===== config.mk =====
export PLATFORM = sky130hd
export DESIGN_NAME = mem_fill_responder
export DESIGN_NICKNAME = d
export VERILOG_FILES = /design/src/rtl/mem_fill_responder_pkg.sv /design/src/rtl/mem_fill_responder_fill_word_ctr.sv /design/src/rtl/mem_fill_responder.sv
export SDC_FILE = /design/constraint.sdc
export NUM_CORES = 1
export LEC_CHECK = 0
export ABC_AREA = 1
export BUFFER_PORTS_ARGS = -buffer_cell sky130_fd_sc_hd__buf_2
export CAP_MARGIN = 0
export CORE_ASPECT_RATIO = 0.5
export CORE_MARGIN = 3
export CORE_UTILIZATION = 43
export DETAILED_ROUTE_END_ITERATION = 8
export GPL_TIMING_DRIVEN = 0
export PLACE_DENSITY_LB_ADDON = 0.05
export SLEW_MARGIN = 10
export SYNTH_ARGS = -nofsm -noshare
export SYNTH_HDL_FRONTEND = slang
export SYNTH_SLANG_ARGS = --single-unit
export TNS_END_PERCENT = 20

===== constraint.sdc =====
create_clock -name clk -period 1.31 [get_ports clk]
set_input_delay 0.0655 -clock clk [delete_from_list [all_inputs] [get_ports clk]]
set_output_delay 0.0655 -clock clk [all_outputs]
set_load 0.1 [all_outputs]

===== src/rtl/mem_fill_responder_pkg.sv =====
// mem_fill_pkg
// Shared types and constants for the memory fill responder.
//   state_t      : responder FSM states (IDLE, FILL, WRITE)
//   BLOCK_WORDS  : 16-bit words per cache block
//   MEM_LATENCY  : cycles from read issue to mem_rvalid
//   WORD_IDX_W   : width of a word index inside a block
//   last_word()  : index of the final word of a wrapping 8-word burst
//   word_addr()  : byte address of a word inside a block
package mem_fill_pkg;

  typedef enum logic [1:0] {
    IDLE  = 2'd0,
    FILL  = 2'd1,
    WRITE = 2'd2
  } state_t;

  localparam int unsigned BLOCK_WORDS = 32'd8;
  localparam int unsigned MEM_LATENCY = 32'd4;
  localparam int unsigned WORD_IDX_W  = 32'd3;

  // Last index of a burst that starts at 'first' and wraps modulo the block size.
  function automatic logic [WORD_IDX_W-1:0] last_word(input logic [WORD_IDX_W-1:0] first);
    return first + WORD_IDX_W'(BLOCK_WORDS - 32'd1);
  endfunction

  // Words are 16 bits, so bit 0 of the byte address is always zero.
  function automatic logic [15:0] word_addr(input logic [11:0]            base_hi,
                                            input logic [WORD_IDX_W-1:0] idx);
    return {base_hi, idx, 1'b0};
  endfunction

endpackage


===== src/rtl/mem_fill_responder_fill_word_ctr.sv =====
// fill_word_ctr
// Wrapping word-index counter used for both the read-issue and the
// read-return side of a block fill.
// Ports:
//   clk, rst  : clock, synchronous active-high reset
//   load      : start a new burst at load_val
//   load_val  : first word index of the burst
//   inc       : advance to the next word (wraps 7 -> 0)
//   cnt       : current word index
//   tc        : current word is the last word of the burst
module fill_word_ctr
  import mem_fill_pkg::*;
(
  input  logic                  clk,
  input  logic                  rst,
  input  logic                  load,
  input  logic [WORD_IDX_W-1:0] load_val,
  input  logic                  inc,
  output logic [WORD_IDX_W-1:0] cnt,
  output logic                  tc
);

  logic [WORD_IDX_W-1:0] cnt_r;
  logic [WORD_IDX_W-1:0] last_r;

  // Counter and burst-end registers; the end index is fixed when the burst is loaded.
  always_ff @(posedge clk) begin
    if (rst) begin
      cnt_r  <= {WORD_IDX_W{1'b0}};
      last_r <= {WORD_IDX_W{1'b0}};
    end else if (load) begin
      cnt_r  <= load_val;
      last_r <= last_word(load_val);
    end else if (inc) begin
      cnt_r  <= cnt_r + WORD_IDX_W'(1'b1);
    end else begin
      cnt_r  <= cnt_r;
    end
  end

  assign cnt = cnt_r;
  assign tc  = (cnt_r == last_r);

endmodule


===== src/rtl/mem_fill_responder.sv =====
// mem_fill_responder
// Serves I-cache and D-cache misses from a fixed-latency memory. A D-cache
// store is written through in a single WRITE cycle; a fill reads the 8 words
// of the 16-byte block on consecutive cycles and forwards each return.
// D-cache requests win ties in IDLE; a grant is held until its done pulse.
// Build option: FILL_CRIT_WORD_FIRST_EN -- start a fill at the missed word
// (addr[3:1]) and wrap, instead of starting at word 0.
// Ports:
//   clk, rst                           : clock, synchronous active-high reset
//   ic_req, ic_addr                    : I-cache miss request / byte address
//   dc_req, dc_addr, dc_wr, dc_wdata   : D-cache request, address, store flag, store data
//   fill_valid, fill_data, fill_word,
//   fill_to_dc                         : returned fill word, its index and target cache
//   ic_done, dc_done                   : one-cycle completion pulses
//   busy                               : FSM not IDLE
//   mem_en, mem_wr, mem_addr,
//   mem_wdata                          : memory command
//   mem_rdata, mem_rvalid              : memory read return (4 cycles after issue)
module mem_fill_responder
  import mem_fill_pkg::*;
(
  input  logic        clk,
  input  logic        rst,
  input  logic        ic_req,
  input  logic [15:0] ic_addr,
  input  logic        dc_req,
  input  logic [15:0] dc_addr,
  input  logic        dc_wr,
  input  logic [15:0] dc_wdata,
  output logic        fill_valid,
  output logic [15:0] fill_data,
  output logic [2:0]  fill_word,
  output logic        fill_to_dc,
  output logic        ic_done,
  output logic        dc_done,
  output logic        busy,
  output logic        mem_en,
  output logic        mem_wr,
  output logic [15:0] mem_addr,
  output logic [15:0] mem_wdata,
  input  logic [15:0] mem_rdata,
  input  logic        mem_rvalid
);

  state_t                state;
  logic [11:0]           base_hi;
  logic                  to_dc;
  logic                  issuing;
  logic [15:0]           wr_addr;
  logic [15:0]           wr_data;
  logic                  start_fill;
  logic [WORD_IDX_W-1:0] start_idx;
  logic [WORD_IDX_W-1:0] issue_cnt;
  logic [WORD_IDX_W-1:0] ret_cnt;
  logic                  issue_tc;
  logic                  ret_tc;
  logic                  issue_inc;
  logic                  fill_last;
  logic                  unused_addr_bits;

  // Only fills load the counters; a store never touches them.
  assign start_fill = (state == IDLE) && ((dc_req && !dc_wr) || (ic_req && !dc_req));
  assign issue_inc  = (state == FILL) && issuing;

  // The word offset bits only matter when the fill starts at the missed word.
  assign unused_addr_bits = ^{ic_addr[3:0], dc_addr[3:0]};

  // First word index of a new fill (the D-cache address wins on a tie).
  always_comb begin
`ifdef FILL_CRIT_WORD_FIRST_EN
    start_idx = dc_req ? dc_addr[3:1] : ic_addr[3:1];
`else
    start_idx = {WORD_IDX_W{1'b0}};
`endif
  end

  fill_word_ctr u_issue_ctr (
    .clk      (clk),
    .rst      (rst),
    .load     (start_fill),
    .load_val (start_idx),
    .inc      (issue_inc),
    .cnt      (issue_cnt),
    .tc       (issue_tc)
  );

  // Returns come back in issue order, so the return counter replays the same sequence.
  fill_word_ctr u_ret_ctr (
    .clk      (clk),
    .rst      (rst),
    .load     (start_fill),
    .load_val (start_idx),
    .inc      (fill_valid),
    .cnt      (ret_cnt),
    .tc       (ret_tc)
  );

  // Responder FSM: grant arbitration, per-transaction latches, completion.
  always_ff @(posedge clk) begin
    if (rst) begin
      state   <= IDLE;
      base_hi <= 12'h000;
      to_dc   <= 1'b0;
      issuing <= 1'b0;
      wr_addr <= 16'h0000;
      wr_data <= 16'h0000;
    end else begin
      case (state)
        IDLE: begin
          if (dc_req && dc_wr) begin
            state   <= WRITE;
            wr_addr <= dc_addr;
            wr_data <= dc_wdata;
          end else if (dc_req) begin
            state   <= FILL;
            base_hi <= dc_addr[15:4];
            to_dc   <= 1'b1;
            issuing <= 1'b1;
          end else if (ic_req) begin
            state   <= FILL;
            base_hi <= ic_addr[15:4];
            to_dc   <= 1'b0;
            issuing <= 1'b1;
          end else begin
            state   <= IDLE;
          end
        end
        FILL: begin
          // Issue side stops after the 8th read; returns keep arriving.
          if (issuing && issue_tc) begin
            issuing <= 1'b0;
          end else begin
            issuing <= issuing;
          end
          if (fill_last) begin
            state <= IDLE;
          end else begin
            state <= FILL;
          end
        end
        WRITE: begin
          state <= IDLE;
        end
        default: begin
          state <= IDLE;
        end
      endcase
    end
  end

  // Memory command decode from the registered FSM state.
  always_comb begin
    mem_en    = 1'b0;
    mem_wr    = 1'b0;
    mem_addr  = 16'h0000;
    mem_wdata = 16'h0000;
    case (state)
      FILL: begin
        if (issuing) begin
          mem_en   = 1'b1;
          mem_addr = word_addr(base_hi, issue_cnt);
        end else begin
          mem_en   = 1'b0;
        end
      end
      WRITE: begin
        mem_en    = 1'b1;
        mem_wr    = 1'b1;
        mem_addr  = wr_addr;
        mem_wdata = wr_data;
      end
      default: begin
        mem_en = 1'b0;
      end
    endcase
  end

  // Returns are forwarded in the cycle they arrive; anything outside FILL is dropped.
  assign fill_valid = (state == FILL) && mem_rvalid;
  assign fill_last  = fill_valid && ret_tc;
  assign fill_data  = fill_valid ? mem_rdata : 16'h0000;
  assign fill_word  = fill_valid ? ret_cnt : {WORD_IDX_W{1'b0}};
  assign fill_to_dc = (state == FILL) && to_dc;
  assign ic_done    = fill_last && !to_dc;
  assign dc_done    = (state == WRITE) || (fill_last && to_dc);
  assign busy       = (state != IDLE);

endmodule


==> After elaboration in Yosys (flattened, before gate mapping) <==
Cells that the tools add are included.
{ "word_totals": {"regBits": 55, "latchBits": 0, "ram_bits": 0, "rom_bits": 0, "out_inout_bits": 58, "memories": 0} }
{ "classes": {"add_sub_neg": 2, "multipliers": 0, "div": 0, "order_cmp": 0, "eq_ne": 7, "shift": 0, "n_mux": 22, "n_bitwise": 1, "n_reduce_logical": 24} }
{ "op_table": {"columns": ["operator", "count"], "rows": [
  ["$mux 16", 3],
  ["$pmux 16 s2", 1],
  ["$mux 12", 2],
  ["$logic_and 1x1->1", 11],
  ["$mux 1", 11],
  ["$add 3x1->3 const B", 2],
  ["$eq 3x3->1", 2],
  ["$reduce_bool 2->1", 3],
  ["$ne 2x2->1 const B", 2],
  ["$pmux 1 s2", 2],
  ["$pmux 2 s2", 1],
  ["$reduce_and 4->1", 1],
  ["$logic_not 1->1", 3],
  ["$mux 3", 1],
  ["$ne 3x3->1 const B", 1],
  ["$reduce_and 3->1", 1],
  ["$eq 2x1->1 const B", 1],
  ["$eq 2x2->1 const B", 1],
  ["$logic_not 2->1", 1],
  ["$logic_or 1x1->1", 2],
  ["$mux 2", 1],
  ["$reduce_and 2->1", 1],
  ["$reduce_or 2->1", 1],
  ["$not 1->1", 1]
]} }

==> Logic depth before layout (Yosys ltp) <==
Gate-level depths: netlist (run 1).
{ "logic_depth": {"depth_word": 5, "ltp_mapped": 8, "ltp_nobuf": 8} }

==> Hierarchy <==
From an unflattened synthesis (run 1), not the netlist that was laid out.
{ "hier_totals": {"hier_cells": 518, "area_unflattened_um2": 3245.6} }
{ "by_module_without_submodules": {"columns": ["mod", "n_inst", "cells_per_inst", "area_each_um2", "seq_area_each_um2"], "rows": [
  ["mem_fill_responder", 1, 424, 2587.5, 960.9],
  ["fill_word_ctr", 2, 47, 329.1, 120.1]
]} }

==> Worst setup path before layout (run 1) <==
No wires, ideal clock.
{ "synth_timing": {"path_kind": "reg-to-output", "start": "register state[1]", "end": "output port ic_done", "arrival_time_ns": 3.766, "t_required_ns": 1.245, "slack_ns": -2.521, "stages_incl_launch_ff": 7, "path_buffers": 0, "cell_sequence": "dfxtp_1 -> inv_1 -> ha_1 -> nand2_2 -> nor2_1 -> nand2_1 -> a21oi_1"} }
{ "synth_between": {"elab_chain_len": 4} }
{ "synth_rtl": {"columns": ["element", "line_no", "source"], "rows": [
  ["start: declaration", "mem_fill_responder.sv:45", "state_t state;"],
  ["start signal: assignment", "mem_fill_responder.sv:101", "state <= IDLE;"],
  ["start signal: assignment", "mem_fill_responder.sv:111", "state <= WRITE;"],
  ["start signal: assignment", "mem_fill_responder.sv:115", "state <= FILL;"],
  ["$eq 2x1->1", "mem_fill_responder.sv:179", "assign fill_valid = (state == FILL) && mem_rvalid;"],
  ["$logic_and 1x1->1", "mem_fill_responder.sv:179", null],
  ["$logic_and 1x1->1", "mem_fill_responder.sv:180", "assign fill_last = fill_valid && ret_tc;"],
  ["$logic_and 1x1->1", "mem_fill_responder.sv:184", "assign ic_done = fill_last && !to_dc;"],
  ["end: declaration", "mem_fill_responder.sv:34", "output logic ic_done,"]
]} }
Every way passes these cells.

==> Worst setup path after layout (run 1) <==
{ "layout_timing": {"start": "register state[1]", "end": "output port dc_done"} }
{ "layout_between": {"elab_chain_len": 5, "elab_cells_between_ends": 6, "classes_between": "2 x eq/ne; 4 x reduce/logical"} }
{ "layout_rtl": {"columns": ["element", "line_no", "source"], "rows": [
  ["$eq 2x1->1", "mem_fill_responder.sv:179", null],
  ["$logic_and 1x1->1", "mem_fill_responder.sv:179", null],
  ["$logic_and 1x1->1", "mem_fill_responder.sv:180", null],
  ["$logic_and 1x1->1", "mem_fill_responder.sv:185", "assign dc_done = (state == WRITE) || (fill_last && to_dc);"],
  ["$logic_or 1x1->1 (*)", "mem_fill_responder.sv:185", null],
  ["end: declaration", "mem_fill_responder.sv:35", "output logic dc_done,"]
]} }
Every way passes the cells marked *; elsewhere a longest branch is shown, timed or not.

==> results of run 1 <==
final cells by class:
class | instances | area (um2)
fillers | 304 | 754
inverters | 85 | 342
clock inverters | 2 | 38.8
flip-flops and latches | 55 | 1110
plain buffers | 28 | 327
clock buffers | 6 | 139
multi-input cells | 277 | 1900
repair buffers | 137 | 1640
well taps | 88 | 110
metrics by stage:
step | worst slack (ns) | utilization | TNS [ns]
final | -0.570 | 0.881 | -22.65
after global routing | -0.610 | 0.881 | -26.98
after CTS | -0.446 | 0.837 | -18.34
after detailed placement | -0.682 | 0.633 | -23.57
after global placement | -0.663 | 0.633 | -22.16
after floorplan | -0.675 | - | -27.94
sequential cells by signal, summed over array words and instances (netlist names):
register / cells
base_hi: 12
wr_data: 16
state: 2
u_ret_ctr.cnt: 3
to_dc: 1
u_issue_ctr.last_r: 1
u_issue_ctr.cnt: 3
wr_addr: 16
issuing: 1
cell usage after synthesis:
library cell,n,area (um2)
nand2_1,107,402
inv_1,82,308
a21oi_1,57,285
dfxtp_1,55,1100
nor2_1,31,116
o21ai_1,17,85.1
buf_2,16,80.1
o21ai_0,15,75.1
nand4_1,14,87.6
a21oi_2,9,78.8
nand2_2,9,56.3
buf_6,5,56.3
ha_1,5,62.6
nand3_1,5,25.0
clkbuf_1,4,15.0
buf_4,3,22.5
inv_2,2,7.51
nand2_4,2,22.5
nand3_4,2,35.0
nor3_1,2,10.0
xor2_1,2,17.5
inv_4,1,6.26
power by group through the flow:
stage               logic [mW]  clock network (mW)  registers, mW
floorplan                0.919                   0           1.89
global placement          1.17                   0           1.91
detailed placement        1.18                   0           1.91
CTS                       1.49                1.61           1.88
global route              1.78                1.70           1.91
finish                    1.69                1.62           1.90
final timing paths:
| kind | startpoint | to | slack [ns] | cells past startpoint |
|---|---|---|---|---|
| max | state[1] | dc_done | -0.57 | 9 |
| min | dc_wdata[11] | wr_data[11] | 0.04 | 3 |
| max reg2reg | state[1] | u_ret_ctr.cnt[2] | -0.24 | 8 |
| min reg2reg | wr_data[13] | wr_data[13] | 0.44 | 2 |
cells by family after synthesis:
logic type	Yosys count	synth area share
and+or+nand+nor	172	0.255
buffers and inverters	113	0.168
AOI/OAI and AO/OA	98	0.177
DFF	55	0.373
adders and majority gates	5	0.0212
xor gates and xnor gates	2	0.00593
worst max-delay path: cells and delay by family, from the launching register on:
family / cells / cell delay, ns
and+or+nand+nor: 6 / 0.70
DFF: 1 / 0.36
buffers and inverters: 2 / 0.24
adders and majority gates: 1 / 0.21
what timing repair did:
action                     4_1_cts  5_1_grt
setup endpoints to repair      103      107
resized for setup              284       70
setup buffers                    5        8
hold buffers                     0        0
pin swaps                       13       14
gates cloned                     2        1
routing by layer:
| layer | part of all wire | wire, um |
|---|---|---|
| met1 | 0.37 | 4900 |
| met4 | 0.046 | 600 |
| met3 | 0.11 | 1390 |
| met2 | 0.47 | 6220 |
| met5 | 0 | 0 |
layout by cell type (no fill, tap or decap), drive strengths merged:
master / synthesis / layout
a21oi: 66 / 66
buf: 24 / 160
bufbuf: 0 / 1
bufinv: 0 / 1
clkbuf: 4 / 10
clkinvlp: 0 / 2
dfxtp: 55 / 55
ha: 5 / 5
inv: 85 / 84
nand2: 118 / 118
nand3: 7 / 7
nand4: 14 / 14
nor2: 31 / 31
nor3: 2 / 2
o21ai: 32 / 32
xor2: 2 / 2
==> impl_results.md, run 1 <==
* Status: complete, but fails checks
* Failing checks: negative setup slack
* Final WL at 13,100 um
* Clock Power Share at 0.311
* Met2 Usage GRT at 0.488
* ANT cells at 0
* CP Class: flop to output port
* Max-cap violations at 0
* DPL Wire Length at 6330 um
* Switching power at 1.81 mW
* Fmax at 532 MHz
* Syn avg cell area at 6.64 um2
* H-tree depth at 2
* Worst skew pair latency at 0.30 ns
* Clock Path Buffers at 2
* Syn nets at 520
* Maximum fanout along the worst path at 4
* Setup WS post-layout at -0.570 ns
* Crit path largest cell delay at 0.36 ns
* Final setup vio count at 88
* Met1 GRT Util at 0.321
* Final hold vios at 0
* Pin slew with the least headroom to its limit at 0.402 ns
* Slew HR at 0.732
* DRC errors left at 0
* RSZ-0062 raised after global routing: true
* Core Box Area at 6360 um2
* Routed vias at 3,680
* Core Rows at 20
* Yosys cell types at 22
* Drt pass-1 iters at 5
* Final net count at 664
* Antenna violations before repair at 0
* Remaining antenna violation count after routing at 0
* Busiest grt layer: met2
* Share of layout cells above drive strength 1 at 0.507
* Die Height at 64.6 um
* Met3 usage at 0.0898
* Buffers on Ports at 121
* Top-Level Pins at 128
* Clk pin slew, worst setup/hold paths at 0.07 ns
* Cell Chain, Critical Path: inv_4, ha_4, nand2_4, nor2_4, nand2_2, nand2_1, nand2_1, nand2_2, buf_12
* Cell Area, Synth at 2960 um2
* Sw Ratio at 0.347
* Num CTS Buffers at 5
* Fin crit period at 1.88 ns
* CTS tree: yes
* Synth Warn # at 0
* First-pass GRT wire length at 17,400 um
* Routed vias/inst at 5.43
* Design area at 5600 um2
* Post-Syn Instances at 445
* Routed len/inst at 19.3 um
* Initial Util at 0.465
* GPL Wtd Cong at 0.817
* Root Buffer: clkbuf_16
* Worst hold slack at 0.0361 ns
* Cell Area, Placed at 4020 um2
* Chip width at 123 um
* Post-synthesis sequential element count at 55
* All-layer global routing usage at 0.276
* P&R area growth vs syn at 89.5%
* GRT overflow at 0
* Pin count of the biggest net entering global routing at 18
* Post-Layout Cell Count at 678
* Path type of the worst min-delay path: input pin to flop
* Register area share after synthesis at 0.373
* Clock Sinks at 55
* CP arrival at 1.81 ns
* CP Launch Type: flop
* Worst path required time at 1.24 ns
* DR iter-0 viols at 356
* Final period util at 1.43
* Lkg Pwr at 2.42 nW
* Gate power share at 0.325
* Slew Viols, Final at 0
* Vias in the first global route at 3,543
* Die ar. at 7960 um2
* Pint at 3.40 mW
* Flop pwr share at 0.364
* Overall power at 5.21 mW
* VDD IR max at 0.000598 V
* CP Capture Type: output port
* P per Cell Area at 930 nW/um2
* Max stage delay cell, worst path: dfxtp_4
* Placed cells at 654
* Worst clock skew at 0.00794 ns
Note: power is estimated with default switching activity, not from simulation.
==> run 2, diff against run 1 <==
- CORE_UTILIZATION: 43 -> 50
- clock period: 1.31 -> 2.4 ns (I/O delays scaled with it)
==> run 2 against run 1 <==
- the run now ends clean
- core utilization down 16 points
- final area down 29%
- cell count down 4.6%
- clock-buffer cell count down 1
- power down 55%
- first-iteration DRC count down 59%
- clock skew down 0.00088 ns
- die area down 13%
- worst setup slack better by 0.69 ns
- worst hold slack better by 0.056 ns
- via count down 15%
- critical path depth down 3
- critical path type unchanged
- largest cell class is now multi-input combinational cells
==> impl_results.md, run 2 (synthesis results as in run 1) <==
* Vias in the first global route at 2,757 (-22%)
* Initial Util at 0.529 (+0.0640)
* Gate power share at 0.262 (-0.063)
* Most common cell after layout, fill and taps aside: buf_2
* Routed len/inst at 12.7 um (-34%)
* Antenna violations before repair at 0 (unchanged)
* Final Core Density at 0.717 (-0.164)
* VDD IR max at 0.000362 V (-39%)
* GPL Wtd Cong at 0.815 (-0.22%)
* Core Box Area at 5590 um2 (-12%)
* Sw Ratio at 0.343 (-0.00334)
* Fmax at 439 MHz
* RR Endpoint: state[0]
* Flop pwr share at 0.436 (+0.072)
* Max-cap violations at 0 (unchanged)
* Buffers on Ports at 121 (unchanged)
* Lkg Pwr at 2.02 nW (-16%)
* Routed vias at 3,132 (-15%)
* Pin count of the biggest net entering global routing at 17 (-1)
* Top-Level Pins at 128 (unchanged)
* Hold depth at 3 (unchanged)
* Remaining antenna violation count after routing at 0 (unchanged)
* Final WL at 8240 um (-37%)
* Final setup vio count at 0 (-100%)
* Switching power at 802 uW (-56%)
* Post-CTS Setup Inserts at 0 (-5)
* ANT cells at 0 (unchanged)
* Hold path startpoint: dc_addr[2]
* H-tree depth at 2 (unchanged)
* CTS tree: yes
* Worst clock skew at 0.00705 ns (-0.000884 ns)
* Slew Viols, Final at 0 (unchanged)
* Core Rows at 19 (-5.0%)
* FF-to-FF Start: state[1]
* Clock Sinks at 55 (unchanged)
* Slew HR at 0.668 (-0.0639)
* CP arrival at 2.16 ns (+0.35 ns)
* Post-CTS Hold Buffers at 0 (unchanged)
* DPL Wire Length at 6350 um (+0.36%)
* Biggest registers after layout: wr_addr: 16 flops, wr_data: 16 flops, base_hi: 12 flops
* Final hold vios at 0 (unchanged)
* DR iter-0 viols at 145 (-59%)
* Pint at 1.53 mW (-55%)
* First-pass GRT wire length at 12,800 um (-26%)
* Die ar. at 6930 um2 (-13%)
* Register-to-Register Path Depth at 7 (-1)
* Final net count at 648 (-2.4%)
* Share of layout cells above drive strength 1 at 0.343 (-0.164)
* P&R area growth vs syn at 35.5%
* Path type of the worst min-delay path: input pin to flop
* Post-cts gate resize count at 2 (-99%)
* Flop2flop setup slack at 0.89 ns (+1.13 ns)
* Status: complete, no violations
* Clock Path Buffers at 2 (unchanged)
* RSZ-0062 raised after global routing: false
* DRC errors left at 0 (unchanged)
* Hold Path End: wr_addr[2]
* Setup WS post-layout at 0.123 ns (+0.693 ns)
* GRT overflow at 0 (unchanged)
* Routed vias/inst at 4.84 (-11%)
* Root Buffer: clkbuf_16
* Num CTS Buffers at 5 (unchanged)
* Maximum fanout along the worst path at 10 (+6)
* Highest-count cells in the layout ignoring fill and taps: buf_2 (124), nand2_1 (107), inv_1 (82)
* Worst path required time at 2.28 ns (+1.04 ns)
* CP Class: flop to output port
* Overall power at 2.34 mW (-55%)
* Clock Power Share at 0.302 (-0.009)
* Place WS at -0.121 ns (+0.562 ns)
* CP Capture Type: output port
* P per Cell Area at 583 nW/um2 (-37%)
* Drt pass-1 iters at 4 (-1)
* Pin slew with the least headroom to its limit at 0.501 ns (+0.0993 ns)
* Worst hold slack at 0.0919 ns (+0.0558 ns)
* Final period util at 0.949
* Chip width at 115 um (-6.9%)
* Fin crit period at 2.28 ns
* CP Launch Type: flop
* Die Height at 60.4 um (-6.6%)
* Setup TNS at 0 ns (+22.65 ns)
* Worst skew pair latency at 0.29 ns (about the same)
* Clk pin slew, worst setup/hold paths at 0.07 ns (about the same)
* All-layer global routing usage at 0.234 (-0.0415)
[run 2: cell count changes in the layout (fill, tap and decap cells not counted), moves of 7 or more]
| cell | delta |
|---|---|
| buf_2 | +55 |
| nand2_2 | -11 |
| nand2_1 | +19 |
| buf_8 | -9 |
| nor2_4 | -16 |
| clkbuf_4 | +13 |
| nor2_1 | +20 |
| o21ai_2 | -10 |
| o21ai_0 | +8 |
| inv_2 | -18 |
| inv_1 | +23 |
| buf_4 | -14 |
| buf_12 | -61 |
| nand2_4 | -7 |
[run 2: layout make-up]
| type | count | area (um2) |
|---|---|---|
| Fill cell | 529 | 1580 |
| Multi-Input combinational cell | 277 | 1540 |
| Sequential cell | 55 | 1100 |
| Timing Repair Buffer | 121 | 638 |
| Inverter | 85 | 322 |
| Buffer | 28 | 178 |
| Clock buffer | 5 | 125 |
| Tap cell | 73 | 91.3 |
| Clock inverter | 3 | 15.0 |
[run 2: metrics by stage]
stage | instance area (um2) | std cells
floorplan | 3130 | 445
global placement | 3830 | 639
detailed placement | 3830 | 639
CTS | 3970 | 647
global route | 4010 | 647
finish | 4010 | 647
[run 2: how the worst max path moves through the flow]
stage / start / to / slack, ns / cells past startpoint
5_1_grt: state[1] / mem_addr[3] / 0.03 / 8
6_report: state[0] / mem_addr[12] / 0.12 / 6
3_5_place_dp: state[0] / mem_addr[12] / -0.12 / 6
3_3_place_gp: state[0] / mem_addr[12] / -0.14 / 6
2_1_floorplan: state[1] / dc_done / -0.24 / 8
4_1_cts: state[0] / mem_en / 0.06 / 7
[run 2: metal layers]
metal,GRT usage,part of all wire
met1,0.303,0.45
met2,0.400,0.44
met3,0.0727,0.099
met4,0.0401,0.0062
met5,0,0
[run 2: power by group through the flow]
stage / registers, mW / logic, mW / clock network, mW
floorplan: 1.03 / 0.464 / 0
global placement: 1.04 / 0.604 / 0
detailed placement: 1.04 / 0.610 / 0
CTS: 1.02 / 0.614 / 0.710
global route: 1.03 / 0.666 / 0.743
finish: 1.02 / 0.612 / 0.705
[run 2: worst max-delay path: stages, from the launching register on]
cell and delay (ns):
dfxtp_1 0.34, inv_1 0.06, ha_1 0.28, inv_1 0.37, clkbuf_4 0.47, a21oi_4 0.04
clkbuf_4 0.29
